`src/rtl/mem_arbiter_pkg.sv`:
```
// mem_arbiter shared types: FSM states, length codes, IO region default.
// Imported by mem_arbiter and mem_arbiter_icache_store.
package mem_arbiter_pkg;

  typedef enum logic [1:0] {
    IDLE = 2'd0,
    WR   = 2'd1,
    RD   = 2'd2,
    FILL = 2'd3
  } state_t;

  localparam logic [1:0] LEN_B = 2'd0;
  localparam logic [1:0] LEN_H = 2'd1;
  localparam logic [1:0] LEN_W = 2'd2;

  localparam logic [1:0] IO_SEL_DEF = 2'b11;

  function automatic logic [2:0] len_bytes(input logic [1:0] len);
    logic [2:0] n;
    case (len)
      LEN_B:   n = 3'd1;
      LEN_H:   n = 3'd2;
      LEN_W:   n = 3'd4;
      default: n = 3'd4;
    endcase
    return n;
  endfunction

endpackage

```
`src/rtl/mem_arbiter_icache_store.sv`:
```
// Direct-mapped icache arrays: valid/tag/data with lookup, line write, invalidate.
// Ports: lk_* combinational lookup, wr_* full-line fill, inv_* tag-checked invalidate.
module mem_arbiter_icache_store
  import mem_arbiter_pkg::*;
#(
  parameter int LINES      = 16,
  parameter int LINE_WORDS = 4
) (
  input  logic                    clk,
  input  logic                    rst,
  input  logic                    rdy,
  input  logic [31:0]             lk_addr,
  output logic                    lk_hit,
  output logic [32*LINE_WORDS-1:0] lk_line,
  input  logic                    wr_en,
  input  logic [31:0]             wr_addr,
  input  logic [32*LINE_WORDS-1:0] wr_line,
  input  logic                    inv_en,
  input  logic [31:0]             inv_addr
);

  localparam int OFF_W = $clog2(4 * LINE_WORDS);
  localparam int IDX_W = $clog2(LINES);
  localparam int TAG_W = 32 - OFF_W - IDX_W;

  logic [LINES-1:0]          valid;
  logic [TAG_W-1:0]          tags [LINES];
  logic [32*LINE_WORDS-1:0]  data [LINES];

  logic [IDX_W-1:0] lk_idx, wr_idx, inv_idx;
  logic [TAG_W-1:0] lk_tag, wr_tag, inv_tag;
  logic             unused_low;

  assign lk_idx  = lk_addr[OFF_W +: IDX_W];
  assign wr_idx  = wr_addr[OFF_W +: IDX_W];
  assign inv_idx = inv_addr[OFF_W +: IDX_W];
  assign lk_tag  = lk_addr[31 -: TAG_W];
  assign wr_tag  = wr_addr[31 -: TAG_W];
  assign inv_tag = inv_addr[31 -: TAG_W];

  assign unused_low = ^{lk_addr[OFF_W-1:0],
                        wr_addr[OFF_W-1:0],
                        inv_addr[OFF_W-1:0]};

  assign lk_hit  = valid[lk_idx] && (tags[lk_idx] == lk_tag);
  assign lk_line = data[lk_idx];

  always_ff @(posedge clk) begin
    if (rst) begin
      valid <= '0;
    end else if (rdy) begin
      if (wr_en)
        valid[wr_idx] <= 1'b1;
      if (inv_en && valid[inv_idx] &&
          tags[inv_idx] == inv_tag)
        valid[inv_idx] <= 1'b0;
    end
  end

  always_ff @(posedge clk) begin
    if (rdy && wr_en) begin
      tags[wr_idx] <= wr_tag;
      data[wr_idx] <= wr_line;
    end
  end

endmodule

```
`src/rtl/mem_arbiter.sv`:
```
// Byte-serial arbiter: store > load > fetch onto mem_a/mem_dout/mem_wr/mem_din.
// Optional icache with burst line fill and store coherence: MEMCTL_ICACHE_EN.
// Ports: clk/rst/rdy, io_buffer_full, flush, st_*/ld_*/if_* request ports
// with *_done pulses, mem_* RAM/IO bus.
module mem_arbiter
  import mem_arbiter_pkg::*;
#(
  parameter int         ICACHE_LINES = 16,
  parameter int         LINE_WORDS   = 4,
  parameter logic [1:0] IO_SEL       = IO_SEL_DEF
) (
  input  logic        clk,
  input  logic        rst,
  input  logic        rdy,
  input  logic        io_buffer_full,
  input  logic        flush,
  input  logic        st_req,
  input  logic [31:0] st_addr,
  input  logic [1:0]  st_len,
  input  logic [31:0] st_data,
  input  logic        ld_req,
  input  logic [31:0] ld_addr,
  input  logic [1:0]  ld_len,
  input  logic        if_req,
  input  logic [31:0] if_addr,
  input  logic [7:0]  mem_din,
  output logic [7:0]  mem_dout,
  output logic [31:0] mem_a,
  output logic        mem_wr,
  output logic        st_done,
  output logic        ld_done,
  output logic [31:0] ld_data,
  output logic        if_done,
  output logic [31:0] if_inst
);

  localparam int LB = 4 * LINE_WORDS;
  localparam int CW = $clog2(LB) + 1;
`ifdef MEMCTL_ICACHE_EN
  localparam int FN = LB;
`else
  localparam int FN = 4;
  localparam int unused_lines = ICACHE_LINES;
`endif
  localparam int FW = 8 * FN;
  localparam logic [CW-1:0] FN_C = CW'(FN);
  localparam logic [CW-1:0] ONE  = CW'(1);

  state_t        state;
  logic [CW-1:0] cnt, idx, st_n, ld_n;
  logic [31:0]   rbuf, rbuf_nx, fill_base, fill_word;
  logic [FW-1:0] lbuf, lbuf_nx;
  logic          io_stall, acc_st, acc_ld, acc_if;
  logic          wr_go, rd_go, fl_go, hit;
  logic [31:0]   hit_word;

  assign st_n = CW'(len_bytes(st_len));
  assign ld_n = CW'(len_bytes(ld_len));

  // In IDLE the accepted request drives byte 0 in the same cycle.
  assign idx = (state == IDLE) ? '0 : cnt;

  assign io_stall = (st_addr[17:16] == IO_SEL) && io_buffer_full;

  assign acc_st = (state == IDLE) && st_req;
  assign acc_ld = (state == IDLE) && !st_req && ld_req && !flush;
  assign acc_if = (state == IDLE) && !st_req && !ld_req &&
                  if_req && !flush;

  assign wr_go = acc_st || (state == WR && cnt < st_n);
  assign rd_go = acc_ld || (state == RD && cnt < ld_n);
  assign fl_go = (acc_if && !hit) ||
                 (state == FILL && cnt < FN_C);

  // mem_din in cycle A+cnt carries byte cnt-1.
  assign rbuf_nx = rbuf |
    (32'(mem_din) << {cnt - ONE, 3'b000});
  assign lbuf_nx = lbuf |
    (FW'(mem_din) << {cnt - ONE, 3'b000});

`ifdef MEMCTL_ICACHE_EN
  logic [31:0]   widx;
  logic [FW-1:0] hit_line;
  logic          fill_wr, inv_en;

  assign widx      = (if_addr >> 2) & 32'(LINE_WORDS - 1);
  assign fill_base = if_addr & ~32'(LB - 1);
  assign fill_word = 32'(lbuf_nx >> {widx, 5'b00000});
  assign hit_word  = 32'(hit_line >> {widx, 5'b00000});
  assign fill_wr   = (state == FILL) && (cnt == FN_C) && !flush;
  // Drop any cached copy of the stored line in the st_done cycle.
  assign inv_en    = (state == WR) && (cnt >= st_n);

  mem_arbiter_icache_store #(
    .LINES      (ICACHE_LINES),
    .LINE_WORDS (LINE_WORDS)
  ) u_icache (
    .clk      (clk),
    .rst      (rst),
    .rdy      (rdy),
    .lk_addr  (if_addr),
    .lk_hit   (hit),
    .lk_line  (hit_line),
    .wr_en    (fill_wr),
    .wr_addr  (fill_base),
    .wr_line  (lbuf_nx),
    .inv_en   (inv_en),
    .inv_addr (st_addr)
  );
`else
  assign fill_base = if_addr;
  assign fill_word = lbuf_nx;
  assign hit       = 1'b0;
  assign hit_word  = '0;
`endif

  always_comb begin
    mem_a    = '0;
    mem_dout = '0;
    mem_wr   = 1'b0;
    unique case (1'b1)
      wr_go: begin
        if (!io_stall) begin
          mem_a    = st_addr + 32'(idx);
          mem_dout = 8'(st_data >> {idx, 3'b000});
          mem_wr   = rdy;
        end
      end
      rd_go: mem_a = ld_addr + 32'(idx);
      fl_go: mem_a = fill_base + 32'(idx);
      default: ;
    endcase
  end

  always_ff @(posedge clk) begin
    if (rst) begin
      state   <= IDLE;
      cnt     <= '0;
      rbuf    <= '0;
      lbuf    <= '0;
      st_done <= 1'b0;
      ld_done <= 1'b0;
      if_done <= 1'b0;
      ld_data <= '0;
      if_inst <= '0;
    end else if (rdy) begin
      st_done <= 1'b0;
      ld_done <= 1'b0;
      if_done <= 1'b0;
      unique case (state)
        IDLE: begin
          if (acc_st) begin
            if (!io_stall) begin
              state   <= WR;
              cnt     <= ONE;
              st_done <= (st_n == ONE);
            end
          end else if (acc_ld) begin
            state <= RD;
            cnt   <= ONE;
            rbuf  <= '0;
          end else if (acc_if) begin
            state <= FILL;
            if (hit) begin
              // Park past the fill end so FILL just returns to IDLE.
              cnt     <= FN_C + ONE;
              if_done <= 1'b1;
              if_inst <= hit_word;
            end else begin
              cnt  <= ONE;
              lbuf <= '0;
            end
          end
        end
        WR: begin
          if (cnt >= st_n) begin
            state <= IDLE;
          end else if (!io_stall) begin
            cnt     <= cnt + ONE;
            st_done <= ((cnt + ONE) == st_n);
          end
        end
        RD: begin
          if (flush || cnt > ld_n) begin
            state <= IDLE;
          end else begin
            rbuf <= rbuf_nx;
            cnt  <= cnt + ONE;
            if (cnt == ld_n) begin
              ld_done <= 1'b1;
              ld_data <= rbuf_nx;
            end
          end
        end
        FILL: begin
          if (flush || cnt > FN_C) begin
            state <= IDLE;
          end else begin
            lbuf <= lbuf_nx;
            cnt  <= cnt + ONE;
            if (cnt == FN_C) begin
              if_done <= 1'b1;
              if_inst <= fill_word;
            end
          end
        end
        default: state <= IDLE;
      endcase
    end
  end

endmodule

```
`config.mk`:
```
export PLATFORM = sky130hd
export DESIGN_NAME = mem_arbiter
export DESIGN_NICKNAME = d
export VERILOG_FILES = /design/src/rtl/mem_arbiter_pkg.sv /design/src/rtl/mem_arbiter_icache_store.sv /design/src/rtl/mem_arbiter.sv
export SDC_FILE = /design/constraint.sdc
export NUM_CORES = 1
export LEC_CHECK = 0
export CORE_UTILIZATION = 40
export CTS_CLUSTER_SIZE = 10
export DETAILED_ROUTE_END_ITERATION = 8
export GPL_TIMING_DRIVEN = 0
export PLACE_DENSITY = 0.74
export SLEW_MARGIN = 20
export SYNTH_ARGS = -nofsm -noshare
export SYNTH_HDL_FRONTEND = slang
export SYNTH_SLANG_ARGS = --single-unit
```
`constraint.sdc`:
```
create_clock -name clk -period 14.05 [get_ports clk]
set_input_delay 4.215 -clock clk [delete_from_list [all_inputs] [get_ports clk]]
set_output_delay 4.215 -clock clk [all_outputs]
set_load 0.02 [all_outputs]
```
==> reports/qor.csv <==
stage,metric,value,unit
cts,# hold bufs at CTS,0,
global_routing,vias in the first global route,9302,
cells_and_area,share of cells above drive strength 1,4.96,%
place,DP Cell Count,1613,
cts,"Clk Latency, worst-skew pair",430,ps
synthesis,Post-synth EDFFs,0,
worst_setup_path,FF-to-FF setup slack,11200,ps
detailed_routing,vias per inst,6.04,
timing,fmax,72.4,MHz
cts,"Clk pin slew, worst setup/hold paths",60,ps
hold_path,hold path start,lbuf[1],
detailed_routing,initial detailed-routing violation count,875,
floorplanning,row count,53,
global_routing,initial antenna violation count,1,
synthesis,Seq cells post-synth,138,
cells_and_area,Antenna Cells,0,
timing,Tightest Pin Transition,1080,ps
worst_setup_path,R2R Path Start,cnt[0],
flow_run,Max-Cap Viols,0,
cells_and_area,Layout Nets,1526,
worst_setup_path,Setup crit end kind,output pin,
timing,RSZ-0062 raised after global routing,false,
place,hpwl dp,26.1,mm
cts,clk buf depth,2,
detailed_routing,TritonRoute pass-1 iters,5,
floorplanning,I/O pins,256,
worst_setup_path,class of the most critical setup path,in -> out,
timing,Fin. Hold Viols,0,
global_routing,GRT Overall Usage,30.6,%
cts,postcts setup bufs,0,
floorplanning,Core Area,0.0210,mm²
timing,final setup vio count,0,
cells_and_area,"commonest non-fill, non-tap cell in the layout",clkdlybuf4s50_1,
timing,Final Skew,6.73,ps
floorplanning,Die W,148,µm
cts,cts repair resizes,0,
cells_and_area,area grow syn2layout,41.0,%
synthesis,"Seq/Total Area, Yosys",32.3,%
global_routing,largest net degree at the start of global routing,17,
worst_setup_path,CP Data Required Time,9840,ps
power_and_ir_drop,Lkg Pwr,0.00441,µW
hold_path,Hold EP,lbuf[1],
global_routing,total gr overflow,0,
floorplanning,die area,0.0220,mm²
cells_and_area,post-route design area,0.0121,mm²
synthesis,Synth Cell Area,0.00856,mm²
timing,Slew headroom,28.3,%
timing,Pins Over Slew Limit,0,
place,Buffers on Ports,253,
synthesis,Synth cell types,72,
detailed_routing,Routed WL,34.4,mm
place,DP Area,0.0114,mm²
detailed_routing,DRC Markers,0,
timing,fin crit period,13810,ps
worst_setup_path,worst-path maximum fanout,10,
detailed_routing,Antenna Nets Post-Route,0,
cts,total clock sinks,138,
worst_setup_path,R2R Path End,lbuf[5],
cts,CTS tree,built,
cts,cts bufs inserted,17,
synthesis,Mean Syn Cell Area,7.89,µm²
timing,crit share post-route,98.3,%
synthesis,post-synth net total,1254,
global_routing,first-pass GRT wire length,52.1,mm
hold_path,HP Class,reg -> reg,
timing,final setup TNS,0,ps
worst_setup_path,FF-to-FF path depth,8,
cells_and_area,final non-filler cell total,1645,
detailed_routing,via count,9944,
worst_setup_path,CP Launch Type,input port,
floorplanning,Initial Utilization,40.7,%
hold_path,hold path depth,1,
detailed_routing,wire length per cell,20.9,µm
cells_and_area,Finished Core Util,57.4,%
power_and_ir_drop,pwr dens,96.2,mW/mm²
status,status,"complete, no violations",
synthesis,ys flop type,dfxtp_1,
cts,H-tree lvl count,4,
synthesis,Yosys warnings,0,
synthesis,Synth async-reset ratio,0,%
worst_setup_path,worst path arrival time,9600,ps
synthesis,Gate Count Post-Synth,1085,
place,final RePlAce weighted congestion,0.999,
floorplanning,die span in y,148,µm
cells_and_area,most frequent cells in the layout,"253 x clkdlybuf4s50_1, 138 x dfxtp_1, 132 x nor3_1, 112 x nor2_1, 94 x nand2_1",
cts,Clock Tree Root,clkbuf_16,
power_and_ir_drop,VDD IR max,0.0917,mV
==> layer usage <==
| metal | track usage, % | share of wire [%] | vias up |
|---|---|---|---|
| met4 | 11.2 | 2.7 | 2 |
| li1 | - | - | 4580 |
| met1 | 38.9 | 41 | 4721 |
| met5 | 0 | 0.049 | - |
| met3 | 5.77 | 9.2 | 83 |
| met2 | 51.2 | 47 | 558 |
==> worst max-delay path: stages <==
cell,delay [ps]
clkdlybuf4s50_1,530
nor4b_4,430
a22o_1,260
buf_2,260
clkbuf_1,550
nand2_1,110
nand2_1,140
ha_1,270
a211oi_1,250
o21ai_0,190
o21ai_1,470
buf_1,550
a21oi_1,170
xnor2_1,170
o211ai_1,310
clkdlybuf4s50_1,690
==> flip-flops by register name, indices dropped and copies added (netlist names) <==
| signal | flops |
|---|---|
| if_inst | 32 |
| ld_done | 1 |
| lbuf | 32 |
| rbuf | 32 |
| if_done | 1 |
| cnt | 5 |
| state | 2 |
| st_done | 1 |
| ld_data | 32 |
==> cell type report <==
| class | count | area [µm²] |
|---|---|---|
| Fill cell | 1919 | 8950 |
| Multi-Input combinational cell | 859 | 5450 |
| Sequential cell | 138 | 2760 |
| Timing Repair Buffer | 253 | 2530 |
| Clock buffer | 19 | 443 |
| Tap cell | 275 | 344 |
| Buffer | 67 | 277 |
| Clock inverter | 13 | 189 |
| Inverter | 21 | 78.8 |
==> power breakdown <==
part | total, µW | switching, µW | internal [µW]
clock | 483 | 180 | 304
combinational | 282 | 160 | 122
sequential | 397 | 2.93 | 394
total | 1160 | 343 | 819
==> cells in the mapped netlist (5+ instances only) <==
cell type / n / share of area (%)
o31a_1: 9 / 0.92
nor3_1: 132 / 7.7
o221ai_1: 19 / 1.9
a211oi_1: 14 / 1.2
clkbuf_1: 47 / 2.1
a21oi_1: 19 / 1.1
nor3b_1: 7 / 0.61
ha_1: 19 / 2.8
and3_1: 47 / 3.4
a311oi_1: 12 / 1.2
nand2b_1: 8 / 0.58
dfxtp_1: 138 / 32
o21a_1: 6 / 0.53
o211ai_1: 5 / 0.44
a21o_1: 5 / 0.44
and2_1: 7 / 0.51
a31oi_1: 5 / 0.37
xor2_1: 23 / 2.4
nand4_1: 33 / 2.4
or2_2: 5 / 0.37
nor2b_1: 11 / 0.80
nand2_1: 94 / 4.1
nor2_1: 112 / 4.9
buf_2: 16 / 0.94
xnor2_1: 47 / 4.8
nor4_1: 13 / 0.95
nand3_1: 23 / 1.3
a22o_1: 67 / 6.9
inv_1: 20 / 0.88
o21ai_0: 49 / 2.9
o2111ai_1: 5 / 0.51
==> through the flow <==
stage | power [µW] | hold WS (ps) | worst slack (ps)
after global routing | 1200 | 489 | 44.5
after detailed placement | 682 | 456 | 265
after floorplan | 539 | 444 | 2300
final | 1160 | 481 | 236
after global placement | 681 | 457 | 243
after CTS | 1160 | 478 | 239
==> worst max-delay path by stage <==
stage                      start         to  slack (ps)  depth (start not counted)
after floorplan            flush  mem_a[20]        2300                         17
after global placement    st_req  mem_a[17]         240                         17
after detailed placement  st_req  mem_a[17]         260                         17
after CTS                 st_req  mem_a[17]         240                         17
after global routing      st_req  mem_a[17]          40                         16
final                     ld_req  mem_a[17]         240                         16
==> kinds of logic after synthesis <==
group	count (synthesis)	share of synthesized area, %
buffers and inverters	88	4.13
xor gates and xnor gates	70	7.16
muxes	5	0.599
and+or+nand+nor	516	31.0
AOI/OAI and AO/OA	247	21.6
DFF	138	32.3
adders and majority gates	21	3.24
Note: power is estimated with default switching activity, not from simulation.
